## config.mk

```make
export PLATFORM = sky130hd
export DESIGN_NAME = seq_divider_param
export DESIGN_NICKNAME = d
export VERILOG_FILES = /design/src/rtl/seq_divider_param.sv
export SDC_FILE = /design/constraint.sdc
export NUM_CORES = 1
export LEC_CHECK = 0
export ABC_AREA = 0
export BUFFER_PORTS_ARGS = -buffer_cell sky130_fd_sc_hd__buf_2
export CAP_MARGIN = 20
export CORE_MARGIN = 2
export CORE_UTILIZATION = 60
export CTS_BUF_LIST = sky130_fd_sc_hd__clkbuf_16
export CTS_CLUSTER_DIAMETER = 80
export DETAILED_ROUTE_END_ITERATION = 8
export PLACE_DENSITY = 0.91
export SLEW_MARGIN = 25
export SYNTH_ARGS = -nofsm -noshare
export SYNTH_HDL_FRONTEND = slang
export SYNTH_SLANG_ARGS = --single-unit
```

## constraint.sdc

```tcl
create_clock -name clk -period 6.4 [get_ports clk]
set_input_delay 0 -clock clk [delete_from_list [all_inputs] [get_ports clk]]
set_output_delay 0 -clock clk [all_outputs]
set_load 0.01 [all_outputs]
```

## src/rtl/seq_divider_param.sv

```systemverilog
// Multicycle restoring divider: one quotient bit per clock, signed or unsigned operands,
// start/busy/done handshake with divide-by-zero and signed-overflow flags.
module seq_divider_param #(
    parameter int unsigned WIDTH = 16,
    localparam int unsigned CNT_W = $clog2(WIDTH + 1)
) (
    input  logic             clk,
    input  logic             reset,
    input  logic             start,
    input  logic             signed_mode,
    input  logic [WIDTH-1:0] dividend,
    input  logic [WIDTH-1:0] divisor,
    output logic             busy,
    output logic             done,
    output logic [WIDTH-1:0] quotient,
    output logic [WIDTH-1:0] remainder,
    output logic             div_by_zero,
    output logic             overflow
);

    typedef enum logic [1:0] {
        StIdle,
        StIter,
        StFix,
        StDone
    } state_e;

    localparam logic [WIDTH-1:0] MinVal = {1'b1, {(WIDTH - 1){1'b0}}};

    state_e           state_q, state_d;
    logic [CNT_W-1:0] cnt_q, cnt_d;
    logic [WIDTH-1:0] n_q, n_d;        // dividend magnitude, becomes quotient magnitude
    logic [WIDTH-1:0] d_q, d_d;
    logic [WIDTH-1:0] rem_q, rem_d;    // partial remainder
    logic             neg_quot_q, neg_quot_d;
    logic             neg_rem_q, neg_rem_d;
    logic             ovf_pend_q, ovf_pend_d;
    logic             busy_q, busy_d;
    logic             done_q, done_d;
    logic [WIDTH-1:0] quot_q, quot_d;
    logic [WIDTH-1:0] rem_out_q, rem_out_d;
    logic             dz_q, dz_d;
    logic             ovf_q, ovf_d;

    logic             dvd_neg, dvs_neg;
    logic [WIDTH-1:0] dvd_mag, dvs_mag;
    logic [WIDTH:0]   r_shift;
    logic             r_ge_d;

    always_comb begin
        dvd_neg = signed_mode & dividend[WIDTH-1];
        dvs_neg = signed_mode & divisor[WIDTH-1];
        dvd_mag = dvd_neg ? WIDTH'(0) - dividend : dividend;
        dvs_mag = dvs_neg ? WIDTH'(0) - divisor : divisor;
        r_shift = {rem_q, n_q[WIDTH-1]};
        r_ge_d  = r_shift >= {1'b0, d_q};
    end

    always_comb begin
        state_d    = state_q;
        cnt_d      = cnt_q;
        n_d        = n_q;
        d_d        = d_q;
        rem_d      = rem_q;
        neg_quot_d = neg_quot_q;
        neg_rem_d  = neg_rem_q;
        ovf_pend_d = ovf_pend_q;
        busy_d     = busy_q;
        done_d     = done_q;
        quot_d     = quot_q;
        rem_out_d  = rem_out_q;
        dz_d       = dz_q;
        ovf_d      = ovf_q;

        unique case (state_q)
            StIdle: begin
                if (start) begin
                    busy_d     = 1'b1;
                    done_d     = 1'b0;
                    dz_d       = 1'b0;
                    ovf_d      = 1'b0;
                    neg_quot_d = dvd_neg ^ dvs_neg;
                    neg_rem_d  = dvd_neg;
                    ovf_pend_d = signed_mode && (dividend == MinVal) && (divisor == '1);
                    d_d        = dvs_mag;
                    rem_d      = '0;
                    cnt_d      = CNT_W'(WIDTH);
                    if (divisor == '0) begin
                        // Raw dividend kept so it can be returned as the remainder.
                        n_d     = dividend;
                        state_d = StDone;
                    end else begin
                        n_d     = dvd_mag;
                        state_d = StIter;
                    end
                end
            end
            StIter: begin
                if (r_ge_d) begin
                    rem_d = WIDTH'(r_shift - {1'b0, d_q});
                    n_d   = {n_q[WIDTH-2:0], 1'b1};
                end else begin
                    rem_d = r_shift[WIDTH-1:0];
                    n_d   = {n_q[WIDTH-2:0], 1'b0};
                end
                cnt_d = cnt_q - CNT_W'(1);
                if (cnt_q == CNT_W'(1)) begin
                    state_d = StFix;
                end
            end
            StFix: begin
                // MIN / -1 wraps naturally: magnitude 2^(WIDTH-1) with a positive sign.
                quot_d    = neg_quot_q ? WIDTH'(0) - n_q : n_q;
                rem_out_d = neg_rem_q ? WIDTH'(0) - rem_q : rem_q;
                ovf_d     = ovf_pend_q;
                busy_d    = 1'b0;
                done_d    = 1'b1;
                state_d   = StDone;
            end
            StDone: begin
                if (done_q) begin
                    done_d  = 1'b0;
                    state_d = StIdle;
                end else begin
                    // Divide-by-zero path arrives here straight from idle.
                    quot_d    = '1;
                    rem_out_d = n_q;
                    dz_d      = 1'b1;
                    busy_d    = 1'b0;
                    done_d    = 1'b1;
                end
            end
            default: begin
                state_d = StIdle;
            end
        endcase
    end

    always_ff @(posedge clk) begin
        if (reset) begin
            state_q    <= StIdle;
            cnt_q      <= '0;
            n_q        <= '0;
            d_q        <= '0;
            rem_q      <= '0;
            neg_quot_q <= 1'b0;
            neg_rem_q  <= 1'b0;
            ovf_pend_q <= 1'b0;
            busy_q     <= 1'b0;
            done_q     <= 1'b0;
            quot_q     <= '0;
            rem_out_q  <= '0;
            dz_q       <= 1'b0;
            ovf_q      <= 1'b0;
        end else begin
            state_q    <= state_d;
            cnt_q      <= cnt_d;
            n_q        <= n_d;
            d_q        <= d_d;
            rem_q      <= rem_d;
            neg_quot_q <= neg_quot_d;
            neg_rem_q  <= neg_rem_d;
            ovf_pend_q <= ovf_pend_d;
            busy_q     <= busy_d;
            done_q     <= done_d;
            quot_q     <= quot_d;
            rem_out_q  <= rem_out_d;
            dz_q       <= dz_d;
            ovf_q      <= ovf_d;
        end
    end

    assign busy        = busy_q;
    assign done        = done_q;
    assign quotient    = quot_q;
    assign remainder   = rem_out_q;
    assign div_by_zero = dz_q;
    assign overflow    = ovf_q;

endmodule
```

---- Yosys cells after proc, flatten, opt, wreduce, memory -nomap -nowiden ----
Cells that the tools add are included.
W data, S select, Z words.
word-level totals
  register bits after elaboration ......... 94
  bits of input ports ..................... 36
  output and inout bits ................... 36
  logic and storage cells ................. 82
cells by class
  $add $sub $neg .......................... 6
  magnitude comparators ................... 1
  equality and inequality tests ........... 10
  muxes and demuxes ....................... 31
  bitwise operators ....................... 3
  reduce and logical (&&, ||, !) cells .... 17
operators with widths
  cell                     number
  $mux W16                 10
  $pmux W16 S2             4
  $sub A1 B16 Y16 const A  4
  $eq A16 B16 Y1 const B   2
  $ge A17 B16 Y1           1
  $logic_not A16 Y1        1
  $sub A16 B16 Y16         1
  $pmux W5 S2              1
  $reduce_and A2 Y1        5
  $reduce_and A3 Y1        3
  $mux W2                  4
  $ne A2 B2 Y1 const B     4
  $pmux W2 S4              1
  $reduce_bool A2 Y1       4
  $mux W1                  6
  $pmux W1 S3              2
  $eq A5 B1 Y1 const B     1
  $mux W5                  1
  $sub A5 B1 Y5 const B    1
  $eq A2 B2 Y1 const B     2
  $pmux W1 S2              2
  $reduce_bool A3 Y1       1
  $and A1 B1 Y1            2
  $eq A2 B1 Y1 const B     1
  other kinds (3)          4

---- Depth between registers and ports, before layout ----
  depth in word-level cells ............... 5
  gate-level depth with buffers ........... 11
  gate-level depth less buffers ........... 11

---- Worst setup path before layout ----
OpenSTA, ideal clock, no wires.
  path type ............................... reg-to-reg
  start point ............................. register rem_q[5]
  end point ............................... register rem_q[15]
  library setup time ...................... 0.116 ns
  arrival ................................. 2.338 ns
  data required time ...................... 6.284 ns
  slack ................................... 3.946 ns
  stages on the path, launching flop included .. 10
  buffers on the path ..................... 1
  period minus slack after synthesis ...... 2.454 ns
  path through ............................ dfxtp_1 ha_1 nand2_1 or4_1 nand3b_1 a31oi_1 a31o_2 buf_2 o21ai_0 a31o_2
between the ends
  word-level cells in the longest chain between the ends .. 3
  elaborated cells on any way between the ends .. 4
  those cells by class .................... 1 x add/sub; 1 x order compare; 2 x mux
RTL lines
  what                                                RTL line  text
  start: declaration                                  34        logic [WIDTH-1:0] rem_q, rem_d;
  start signal: assignment                            160       rem_q <= rem_d;
  $sub A16 B16 Y16 or $ge A17 B16 Y1 (tied branches)  100, 56
  $mux W16 *                                          99        if (r_ge_d) begin
  $pmux W16 S2 *                                      75        unique case (state_q)
Mark *: on every way between the ends. The rest lies on a longest branch, timed or not.
A chain may end at the register's enable or synchronous reset.

---- Final worst setup path ----
  start point ............................. register state_q[1]
  end point ............................... register rem_q[15]
between the ends
  word-level cells in the longest chain between the ends .. 3
  elaborated cells on any way between the ends .. 6
  those cells by class .................... 2 x eq/ne; 1 x mux; 3 x reduce/logical
RTL lines
  what                                                          RTL line  text
  start: declaration                                            30        state_e state_q, state_d;
  start signal: assignment                                      141       state_q <= StIdle;
  start signal: assignment                                      156       state_q <= state_d;
  $eq A2 B1 Y1 or $logic_not A2 Y1 (tied branches)              75
  $reduce_bool A2 Y1 (no line) or $ne A2 B2 Y1 (tied branches)  n/a
  $reduce_and A2 Y1 (no line)                                   n/a
Several ways; a longest one is shown, not always the timed one.

==> results.toml <==
[yosys]
ys_seq_elements = 94
async_reset_ff_share_pct = 0
synth_area_mm2 = 0.00589
synth_warnings = 0
synth-edff-count = 0
synth_fp_nets = 829
postSynthAreaPerCell_um2 = 7.70
yosysUniqueCellTypes = 59
ys_seq_area_share_pct = 32.0
synthCells = 765
synth_ff_type = "dfxtp_1"

[final_layout]
drive_gt1_share_pct = 12.1
diodes = 0
seqCellArea_mm2 = 0.00188
synthToLayoutAreaGrowth_pct = 13.4
multi_input_area_mm2 = 0.00370
final_core_util_pct = 69.3
layout.cells.non_filler = 957
final_nets = 883
nFillCells = 778

[floorplanning]
num_io_pins = 72
die_area_mm2 = 0.0106
num_rows = 36
die_w_um = 103
die_h_um = 103
start_util_pct = 61.1
core_mm2 = 0.00964

[critical_path]
required_ns = 6.64
path_cells = "inv_1 > ha_1 > inv_1 > o21ai_0 > nor2_1 > buf_4 > nand2_1 > o21ai_0 > a31o_2"
cp-end-kind = "register"
worst-path-stages = 9
cp-start-kind = "register"
crit_buf_inv = 3
reg2reg_depth = 9
crit_fanout = 27
critPathSlowestCell = "ha_1"
cp_top_family = "compound AO/OA/AOI/OAI gates"
critPathKind = "register to register"
cp.arrival_ns = 3.16
max_stage_delay_ns = 0.73

[clocking]
numCtsBuffers = 9
h-tree-depth = 3
clock_sinks = 94
cts_resized = 0
clockBufferDepth = 2
cts_tree = "built"
clockRootBuffer = "clkbuf_16"
clkLatencyLatePin_ns = 0.34
path_clk_slew_ns = 0.06

[drt]
drtAntennaViolNets = 0
first_iter_violations = 625
finalWirelength_um = 16300
num_vias = 5932
vias_per_cell = 6.20
wire_per_inst_um = 17.0
drt_pass1_iterations = 5
drc = 0

[timing]
tns_ns = 0
period_needed_ns = 2.92
rsz0062_at_grt = "false"
finalMaxSlewViolations = 0
tightest_slew_ns = 0.914
slew_headroom_pct = 39.1
fin_crit_sh_pct = 45.6
clock.fmax_mhz = 343
hold_violations = 0
fin_worst_skew_ns = 0.00440
setup_violations = 0

[place]
place_congestion = 0.941
hpwlAfterDp_um = 11800
dp_cells = 932
io_buffer_count = 71

[global_routing]
grtUsageMet1_pct = 42.8
grt_overflow = 0
use_met2_pct = 49.3
grt_pass1_vias = 5353
grt_max_degree = 78
grt_pass1_wl_um = 26100
grt-busiest-layer = "met2"
use_met3_pct = 5.02
antenna_found_initial = 0
track_usage_pct = 31.3

[hold_path]
hold_class = "primary input to register"
worstHoldPathCells = 3

[power]
powerDensity_mw_per_mm2 = 456
p_leak_uw = 0.00261
ir_drop_uv = 198

[outcome]
status = "completed"

[run]
max-cap-violations = 0
## power by group
part           total (µW)  switching, µW  leakage [µW]  internal [µW]
registers             910            162      0.000767            748
logic                1560            974       0.00169            590
clock network         571            230      0.000157            340
total                3040           1370       0.00261           1680
## area by class of cell
type | instances | area share [%]
Clock buffer | 9 | 3.37
Clock inverter | 7 | 1.31
Inverter | 35 | 1.97
Multi-Input combinational cell | 594 | 55.4
Sequential cell | 94 | 28.2
Tap cell | 133 | 2.49
Timing Repair Buffer | 85 | 7.23
## flip-flops by register name, summed over array words and instances, names as in the netlist, 2 cells and up
name and cells:
d_q 16, n_q 16, quotient 16, rem_q 16
remainder 16, cnt_q 5, state_q 2
## worst reg2reg max path: stages (launching register included)
cell and delay [ns]:
dfxtp_1 0.34, inv_1 0.09, ha_1 0.73, inv_1 0.31, o21ai_0 0.61, nor2_1 0.09
buf_4 0.23, nand2_1 0.08, o21ai_0 0.09, a31o_2 0.25
## cells in the final DEF (no fill, tap or decap), drive strengths merged, types with 12 or more instances in the layout
cell type / instances
xor2: 36
dfxtp: 94
a31oi: 12
inv: 35
nor3: 12
mux2i: 18
o21ai: 56
ha: 27
nor2: 70
a21oi: 54
nand3: 21
nand2: 109
xnor2: 26
buf: 76
a211oi: 30
o31ai: 22
## synthesized netlist by cell type, drive strengths merged (7+ instances only)
cell    instances  share of area (%)
or3             7               0.83
a21oi          54                4.6
nor4            7               0.74
nand2         109                6.9
dfxtp          94                 32
nor3           12                1.0
buf            10               0.89
inv            34                2.2
o31ai          22                2.8
a211oi         30                3.8
and3            7               0.74
xnor2          26                3.9
ha             27                5.7
o21ai          56                4.8
clkbuf         32                2.0
nand3          21                1.8
mux2i          18                3.1
xor2           36                5.4
nor2           70                4.5
a31oi          12                1.3
## cell families after synthesis
logic type                 after synthesis  synth area share, %
muxes                                   18                 3.06
adders and majority gates               28                 6.08
AOI/OAI and AO/OA                      219                 23.8
xor gates and xnor gates                62                 9.22
and+or+nand+nor                        267                 20.7
buffers and inverters                   77                 5.16
DFF                                     94                 32.0
## per-layer routing
metal	part of all wire (%)	routed length, µm	vias to the layer above
met3	9.6	1570	43
met1	42	6880	2718
li1	-	-	2842
met4	3.0	491	0
met5	0	0	-
met2	45	7360	329
## repair_timing
| action | in CTS | in global routing |
|---|---|---|
| hold buffers | 9 | 0 |
| hold endpoints to repair | 9 | 0 |
| setup buffers | 0 | 0 |
## metrics by stage
step	cell area, µm²	hold WS (ns)	total power [µW]	setup slack [ns]
3_5_place_dp	6270	0.293	2420	3.57
6_report	6680	0.00707	3040	3.48
3_3_place_gp	6270	0.298	2360	3.68
5_1_grt	6680	0.0201	3230	3.19
2_1_floorplan	5890	0.136	2030	3.95
4_1_cts	6680	0.00362	3010	3.53
## path summary, 6_finish.rpt
kind | from | endpoint | slack, ns
worst max register to register | state_q[1] | rem_q[15] | 3.48
worst min-delay path | dividend[5] | n_q[5] | 0.007
worst max-delay path | state_q[1] | rem_q[15] | 3.48
worst min register to register | remainder[1] | remainder[1] | 0.45
(Power assumes the default switching activity.)
